`src/rtl/mem_param_ctrl.sv`:
```
// Parameterised word memory with byte-enable writes, pipelined reads of
// configurable latency, range checking and a one-word-per-cycle zero-fill sweep.
//
// state | meaning
// IDLE  | accepts one read/write per cycle, or starts a clear sweep
// CLEAR | zeroes word clr_idx each cycle, busy=1, requests ignored
module mem_param_ctrl #(
  parameter int DATA_W = 32,
  parameter int ADDR_W = 4,
  parameter int DEPTH  = 16,
  parameter int RD_LAT = 1
) (
  input  logic                  clk,
  input  logic                  rst,
  input  logic                  en,
  input  logic                  wr_en,
  input  logic [ADDR_W-1:0]     address,
  input  logic [DATA_W-1:0]     data_in,
  input  logic [DATA_W/8-1:0]   byte_en,
  input  logic                  clear,
  output logic [DATA_W-1:0]     data_out,
  output logic                  valid_out,
  output logic                  err,
  output logic                  busy
);

  localparam int NBYTES = DATA_W / 8;
  localparam int CLR_W  = $clog2(DEPTH + 1);
  localparam int IDX_W  = (DEPTH > 1) ? $clog2(DEPTH) : 1;
  localparam logic [ADDR_W:0]  DEPTH_A  = (ADDR_W + 1)'(DEPTH);
  localparam logic [CLR_W-1:0] LAST_IDX = CLR_W'(DEPTH - 1);

  typedef enum logic {IDLE, CLEAR} state_t;

  state_t            state, state_nxt;
  logic [CLR_W-1:0]  clr_idx;
  logic [DATA_W-1:0] mem [DEPTH];

  logic              accept, in_range, rd_accept, wr_accept;
  logic [DATA_W-1:0] rd_word;

  logic [RD_LAT-1:0] vld_pipe;
  logic [RD_LAT-1:0] err_pipe;
  logic [DATA_W-1:0] data_pipe [RD_LAT];

  // rst gates acceptance so nothing touches the array while reset is held
  assign accept    = (state == IDLE) && en && !clear && !rst;
  assign in_range  = {1'b0, address} < DEPTH_A;
  assign rd_accept = accept && !wr_en;
  assign wr_accept = accept && wr_en && in_range;
  assign rd_word   = in_range ? mem[address[IDX_W-1:0]] : '0;

  always_ff @(posedge clk or posedge rst) begin
    if (rst) state <= IDLE;
    else     state <= state_nxt;
  end

  always_comb begin
    state_nxt = state;
    busy      = 1'b0;
    case (state)
      IDLE:    if (clear) state_nxt = CLEAR;
      CLEAR: begin
        busy = 1'b1;
        if (clr_idx == LAST_IDX) state_nxt = IDLE;
      end
      default: state_nxt = IDLE;
    endcase
  end

  always_ff @(posedge clk or posedge rst) begin
    if (rst)                                      clr_idx <= '0;
    else if (state == CLEAR && clr_idx != LAST_IDX) clr_idx <= clr_idx + CLR_W'(1);
    else                                          clr_idx <= '0;
  end

  // Array has no reset: contents survive rst, and an aborted sweep leaves the tail intact
  always_ff @(posedge clk) begin
    if (state == CLEAR && !rst) begin
      mem[clr_idx[IDX_W-1:0]] <= '0;
    end else if (wr_accept) begin
      for (int b = 0; b < NBYTES; b++) begin
        if (byte_en[b]) mem[address[IDX_W-1:0]][8*b +: 8] <= data_in[8*b +: 8];
      end
    end
  end

  // Each stage only moves data with a valid token, so data_out holds between reads
  always_ff @(posedge clk or posedge rst) begin
    if (rst) begin
      vld_pipe <= '0;
      err_pipe <= '0;
      for (int i = 0; i < RD_LAT; i++) data_pipe[i] <= '0;
    end else begin
      vld_pipe[0] <= rd_accept;
      err_pipe[0] <= rd_accept && !in_range;
      if (rd_accept) data_pipe[0] <= rd_word;
      for (int i = 1; i < RD_LAT; i++) begin
        vld_pipe[i] <= vld_pipe[i-1];
        err_pipe[i] <= err_pipe[i-1];
        if (vld_pipe[i-1]) data_pipe[i] <= data_pipe[i-1];
      end
    end
  end

  assign data_out  = data_pipe[RD_LAT-1];
  assign valid_out = vld_pipe[RD_LAT-1];
  assign err       = err_pipe[RD_LAT-1];

endmodule

```
`config.mk`:
```
export PLATFORM = sky130hd
export DESIGN_NAME = mem_param_ctrl
export DESIGN_NICKNAME = d
export VERILOG_FILES = /design/src/rtl/mem_param_ctrl.sv
export SDC_FILE = /design/constraint.sdc
export NUM_CORES = 1
export LEC_CHECK = 0
export BUFFER_PORTS_ARGS = -buffer_cell sky130_fd_sc_hd__buf_2
export CAP_MARGIN = 5
export CORE_UTILIZATION = 64
export CTS_BUF_LIST = sky130_fd_sc_hd__clkbuf_4
export DETAILED_ROUTE_END_ITERATION = 7
export PLACE_DENSITY = 0.89
export SLEW_MARGIN = 20
export SYNTH_ARGS = -nofsm -noshare
export SYNTH_HDL_FRONTEND = slang
export SYNTH_SLANG_ARGS = --single-unit
```
`constraint.sdc`:
```
create_clock -name clk -period 3.68 [get_ports clk]
set_input_delay 0.736 -clock clk [delete_from_list [all_inputs] [get_ports clk]]
set_output_delay 0.736 -clock clk [all_outputs]
set_load 0.05 [all_outputs]
```
==> results of run 1 <==
[kinds of logic (layout without fill, tap and decap cells)]
| kind of cell | count (synthesis) | count (layout) | synth area share (%) |
|---|---|---|---|
| AO/OA/AOI/OAI | 175 | 175 | 6.494 |
| XOR/XNOR | 2 | 2 | 0.08005 |
| adder cells (fa/ha/maj) | 2 | 2 | 0.1143 |
| buffers and inverters | 90 | 413 | 1.824 |
| flip-flops | 551 | 551 | 74.70 |
| multiplexers | 160 | 160 | 14.63 |
| other | 1 | 6 | 0.01713 |
| AND/OR/NAND/NOR | 72 | 72 | 2.132 |
[cell type report]
class	count	share of cell area, %
timing repair buffer	173	4.568
clock inverter	31	0.8152
sequential	551	64.96
antenna	5	0.04971
multi-input combinational	412	21.25
tap	448	2.227
inverter	7	0.1094
clock buffer	202	6.025
[worst paths after layout]
| check | from | end | slack (ns) | depth (start not counted) |
|---|---|---|---|---|
| worst min-delay path | rst | data_out[11]$_DFFE_PP0P_ | 0.16 | 2 |
| worst min register to register | clr_idx[0]$_DFF_PP0_ | clr_idx[0]$_DFF_PP0_ | 0.58 | 1 |
| max in group asynchronous | rst | data_out[14]$_DFFE_PP0P_ | 2.93 | 2 |
| worst max register to register | state$_DFF_PP0_ | mem[11][18]$_DFFE_PP_ | 0.39 | 5 |
| worst max-delay path | state$_DFF_PP0_ | mem[11][18]$_DFFE_PP_ | 0.39 | 5 |
| min in group clk | clear | state$_DFF_PP0_ | 0.23 | 3 |
[layout by cell type (no fill, tap or decap), types with 5 or more instances in the layout]
master / count
o311ai_2: 6
mux4_2: 128
inv_2: 5
and2_1: 32
diode_2: 5
inv_1: 5
clkinv_1: 20
nand4_1: 8
a221oi_1: 64
a21oi_1: 32
dfrtp_1: 39
buf_2: 77
buf_4: 92
o22ai_1: 32
nor2_1: 6
mux2i_1: 32
a2111oi_2: 31
edfxtp_1: 512
clkbuf_4: 202
[per-layer routing]
metal / share of wire, % / GRT usage [%]
met1: 33 / 41.07
met2: 51 / 53.14
met5: 0.025 / 0
met3: 12 / 8.705
met4: 4.5 / 15.57
[power by group through the flow]
stage | combinational, W | clock [W] | sequential, W
after detailed placement | 0.00260 | 0 | 0.00784
after global placement | 0.00250 | 0 | 0.00779
after floorplan | 0.00113 | 0 | 0.00834
final | 0.00270 | 0.00512 | 0.00774
after CTS | 0.00265 | 0.00516 | 0.00773
after global routing | 0.00279 | 0.00546 | 0.00778
[stage by stage]
stage,cell area [um^2],hold slack [ns],instances,worst slack [ns],total power (W)
detailed placement,23420,0.5637,1590,0.1328,0.01044
global placement,23420,0.5449,1590,0.2921,0.01029
finish,25170,0.1573,1829,0.3912,0.01556
floorplan,21890,0.5039,1053,-0.04590,0.009466
global route,25170,0.1688,1829,0.3909,0.01602
CTS,25140,0.2039,1823,0.5120,0.01554
[registers in the layout, summed over array words and instances (netlist names)]
| register | flops |
|---|---|
| state | 1 |
| clr_idx | 5 |
| valid_out | 1 |
| mem | 512 |
| data_out | 32 |
[worst max-delay path: stages, from the launching register on]
cell and delay (ns):
dfrtp_1 0.43, or4b_1 0.70, buf_4 0.28, or4_1 0.85, a2111oi_2 0.45, buf_4 0.27
[cell usage after synthesis]
| cell type | count |
|---|---|
| a2111oi_0 | 7 |
| a2111oi_1 | 20 |
| a2111oi_2 | 5 |
| a21oi_1 | 32 |
| a221oi_1 | 64 |
| a311o_1 | 2 |
| a31oi_1 | 4 |
| and2_1 | 32 |
| and3_1 | 2 |
| and3b_1 | 3 |
| and4_1 | 1 |
| buf_1 | 6 |
| buf_2 | 19 |
| buf_4 | 2 |
| buf_6 | 4 |
| clkbuf_1 | 52 |
| conb_1 | 1 |
| dfrtp_1 | 39 |
| edfxtp_1 | 512 |
| ha_1 | 2 |
| inv_1 | 7 |
| mux2i_1 | 32 |
| mux4_2 | 128 |
| nand2_1 | 1 |
| nand2b_1 | 2 |
| nand3_1 | 2 |
| nand4_1 | 8 |
| nor2_1 | 7 |
| nor2b_1 | 3 |
| nor3_1 | 2 |
| nor3b_1 | 3 |
| nor4_4 | 1 |
| nor4b_1 | 1 |
| o21ai_0 | 1 |
| o22ai_1 | 32 |
| o311ai_2 | 6 |
| o31a_1 | 1 |
| o31ai_1 | 1 |
| or2_2 | 1 |
| or4_1 | 1 |
| or4_4 | 1 |
| or4b_1 | 1 |
| xnor2_1 | 2 |
==> results.ini, run 1 <==
[clock_network]
cts_hold_buf=0
cts.htree.levels=4
tritoncts=done
cts_resized=0
cts.sinks=551
cts-root-buf=clkbuf_4
clkTransAtPathRegs_ns=0.07
postCtsSetupBuffers=0
worstSkewPairLatency_ns=0.84
clk_path_buf_depth=3
cts_buffers=133

[global_route]
grt_pass1_wl_um=82230
grt_start_max_net_pins=96
grt_pass1_vias=13350
grt_overflow_total=0
antenna_found_initial=6
grtUsageTotal_pct=32.54

[synthesis]
synth_top_area_share_pct=70.25
yosys_warnings=0
synth.yosys.seq_area_share_pct=74.70
synth_area_um2=21890
synth_seq_cells=551
synth_top_cell_by_area=edfxtp_1
synth_nets=1100
avgSynthCellArea_um2=20.79
yosys-top-cells-area=edfxtp_1 (70%), mux4_2 (13%), dfrtp_1 (4.5%)
synth_cells=1053
synth.distinct_cells=43

[die]
core_area_um2=33620
die_w_um=186.9
start_util_pct=65.11
placementRows=67
die_area_um2=34940
die_y_um=186.9
io_pins=80

[route]
firstDrtPassIters=6
viasPerCell=7.101
postRouteAntennaNets=0
vias=12990
wl_per_cell_um=30.60
drt_iter0_drc=1672
wl_um=55970
drc=0

[final_layout]
ff_latch_area_um2=16350
final_nets=1325
final_layout_size_suffix_gt1_share_pct=41.13
multi_input_area_um2=5348
area_growth_pct=15.00
fillers=1751
fin_util_pct=74.88

[critical_path]
cp_data_arrival_time_ns=3.77
path_class=flop to flop
endpoint_kind=flop
cp-start-kind=flop
required_ns=4.16
crit_fanout=10

[sta]
tightest_slew_ns=1.207
rsz0062_at_grt=no
finalHoldViolations=0
setup_tns_ns=0
fin_crit_sh_pct=89.37
clock_skew_ns=0.09211
fmax_ghz=0.3041
drv_slew=0
slew_headroom_pct=19.38
fin_crit_ns=3.289
setup_viol=0

[power]
p_sw_w=0.004568
ir_worst_vdd_v=0.0005237
clock_power_share_pct=32.9
swShare_pct=29.35
p_leak_nw=8.619
seqPwrFrac_pct=49.7
pwr-share-comb_pct=17.4
power_density_nw_per_um2=618.3
p_int_w=0.01100

[placement]
portBuffers=78
gp_congestion=0.8892
dp_hpwl_um=31060

[hold_path]
hp-class=primary input to asynchronous set/reset pin

[job]
drv_cap=0

[status]
status=complete, no violations

No activity file was read; power rests on OpenSTA's default activity.
==> run 2, diff against run 1 <==
--- a/config.mk
+++ b/config.mk
@@ -10,7 +10,7 @@
 export CORE_UTILIZATION = 64
 export CTS_BUF_LIST = sky130_fd_sc_hd__clkbuf_4
 export DETAILED_ROUTE_END_ITERATION = 7
-export PLACE_DENSITY = 0.89
+export PLACE_DENSITY_LB_ADDON = 0.08
 export SLEW_MARGIN = 20
 export SYNTH_ARGS = -nofsm -noshare
 export SYNTH_HDL_FRONTEND = slang
==> run 2 against run 1 <==
Net effect:
- design area rose by 0.54%
- sequential cell count did not move
- register-to-register slack improved by 0.24 ns
- routed wire length fell by 7.5%
- utilization rose by 0.41 points
- hold slack got worse by 0.058 ns
- power fell by 1.8%
- sequential power fell by 0.6%
- combinational power fell by 2%
- final cell count rose by 1.1%
- sequential share of layout area fell by 0.35 points
- setup slack improved by 0.24 ns
- critical path type unchanged
- largest power group unchanged
==> results.ini, run 2 (same netlist as run 1, synthesis figures left out) <==
[sta]
slew_headroom_pct=27.49  ; +8.1 points
fmax_ghz=0.3275  ; +7.7%
clock_skew_ns=0.03287  ; -0.05925 ns
fin_crit_ns=3.053  ; -0.2355 ns
tightest_slew_ns=1.086  ; -0.1215 ns
finalHoldViolations=0  ; unchanged
drv_slew=0  ; unchanged
fin_crit_sh_pct=82.97  ; -6.4 points
rsz0062_at_grt=no
setup_tns_ns=0  ; unchanged
setup_viol=0  ; unchanged

[clock_network]
cts.sinks=551  ; unchanged
tritoncts=done
cts_buffers=135  ; +1.5%
worstSkewPairLatency_ns=0.82  ; -0.02 ns
clkTransAtPathRegs_ns=0.07  ; about the same
postCtsSetupBuffers=0  ; unchanged
cts-root-buf=clkbuf_4
cts_hold_buf=0  ; unchanged
cts.htree.levels=4  ; unchanged
clk_path_buf_depth=3  ; unchanged
cts_resized=0  ; unchanged

[power]
p_leak_nw=8.719  ; +1.2%
ir_worst_vdd_v=0.0005744  ; +9.7%
power_density_nw_per_um2=604.0  ; -2.3%

[critical_path]
rr_startpoint=state$_DFF_PP0_
endpoint_kind=flop
reg2reg_slack_ns=0.63  ; +0.24 ns
worst_r2r_path_depth=5  ; unchanged
r2r_end=mem[4][4]$_DFFE_PP_
cp_data_arrival_time_ns=3.61  ; -0.16 ns
path_class=flop to flop
crit_fanout=8  ; -2
required_ns=4.24  ; +0.08 ns
cp-start-kind=flop

[global_route]
grt_pass1_wl_um=77790  ; -5.4%
grt_start_max_net_pins=129  ; +34%
grt_overflow_total=0  ; unchanged
grtUsageTotal_pct=31.00  ; -1.5 points
grt_pass1_vias=12740  ; -4.6%
antenna_found_initial=2  ; -4

[die]
die_y_um=186.9  ; unchanged
placementRows=67  ; unchanged
die_w_um=186.9  ; unchanged
io_pins=80  ; unchanged
core_area_um2=33620  ; unchanged
die_area_um2=34940  ; unchanged
start_util_pct=65.11  ; unchanged

[route]
drt_iter0_drc=1354  ; -19%
drc=0  ; unchanged
vias=12260  ; -5.6%
viasPerCell=6.629  ; -6.6%
wl_um=51780  ; -7.5%
firstDrtPassIters=5  ; -1
wl_per_cell_um=27.99  ; -8.5%
postRouteAntennaNets=0  ; unchanged

[final_layout]
stdcell_count=1850  ; +1.1%
final_nets=1346  ; +1.6%
largest_register_ffs=512  ; unchanged
final_layout_size_suffix_gt1_share_pct=41.43  ; +0.29 points
area_growth_pct=15.62
fillers=1940  ; +11%
layout_commonest_cell=edfxtp_1
layout_common_cells=edfxtp_1 (512), clkbuf_4 (192), mux4_2 (128)

[placement]
gp_congestion=0.8470  ; -4.7%
dp_hpwl_um=31220  ; +0.49%
portBuffers=78  ; unchanged
dp_cells=1610  ; +1.3%

[job]
drv_cap=0  ; unchanged

[hold_path]
hp-class=primary input to asynchronous set/reset pin

[status]
status=complete, no violations

run 2: cell count changes in the layout (fill, tap and decap cells not counted), moves of 2 or more:
cell / change
inv_2: +4
diode_2: -3
clkinv_1: +8
clkbuf_4: -10
a31oi_1: +3
buf_12: +2
a31oi_2: -3
buf_4: +16
clkinv_4: +2
run 2: cell type report:
class,instances,area (um^2),area share [%]
diodes,2,5.005,0.01978
clock buffers,192,1441,5.696
clock inverters,46,274.0,1.083
inverters,7,26.28,0.1038
multi-input cells,412,5318,21.01
flip-flops and latches,551,16350,64.61
well taps,448,560.5,2.215
repair buffers,192,1331,5.261
run 2: worst max-delay path: stages (launching register included):
cell and delay (ns):
dfrtp_1 0.44, or4b_1 0.72, buf_4 0.26, o311ai_2 0.92, a221oi_1 0.24, buf_4 0.23
run 2: worst max path at each step:
stage | slack, ns | startpoint | depth (start not counted) | end
3_5_place_dp | 0.30 | clear | 7 | mem[1][11]$_DFFE_PP_
4_1_cts | 0.68 | state$_DFF_PP0_ | 6 | mem[1][8]$_DFFE_PP_
3_3_place_gp | 0.24 | clear | 5 | mem[14][12]$_DFFE_PP_
5_1_grt | 0.56 | state$_DFF_PP0_ | 5 | mem[7][24]$_DFFE_PP_
6_report | 0.63 | state$_DFF_PP0_ | 5 | mem[4][4]$_DFFE_PP_
2_1_floorplan | -0.05 | clear | 5 | mem[8][16]$_DFFE_PP_
run 2: metal layers:
layer | part of all wire, % | global-route usage [%]
met5 | 0 | 0
met4 | 3.5 | 14.09
met3 | 9.5 | 6.979
met2 | 48 | 47.80
met1 | 39 | 43.25
run 2: per-stage QoR:
stage	total power (W)	instance area, um^2	hold slack [ns]	setup WS [ns]	utilization [%]
finish	0.01529	25310	0.09975	0.6267	75.28
global route	0.01588	25300	0.1415	0.5589	75.27
CTS	0.01538	25300	0.09569	0.6825	75.27
detailed placement	0.01046	23590	0.5703	0.2998	70.16
global placement	0.01038	23570	0.5450	0.2364	70.12
floorplan	0.009466	21890	0.5039	-0.04590	-
run 2: power breakdown:
group	switching (W)	internal (W)	total, W
clock	0.00231	0.00263	0.00494
sequential	0.000244	0.00745	0.00769
combinational	0.00181	0.000837	0.00265
total	0.00437	0.0109	0.0153
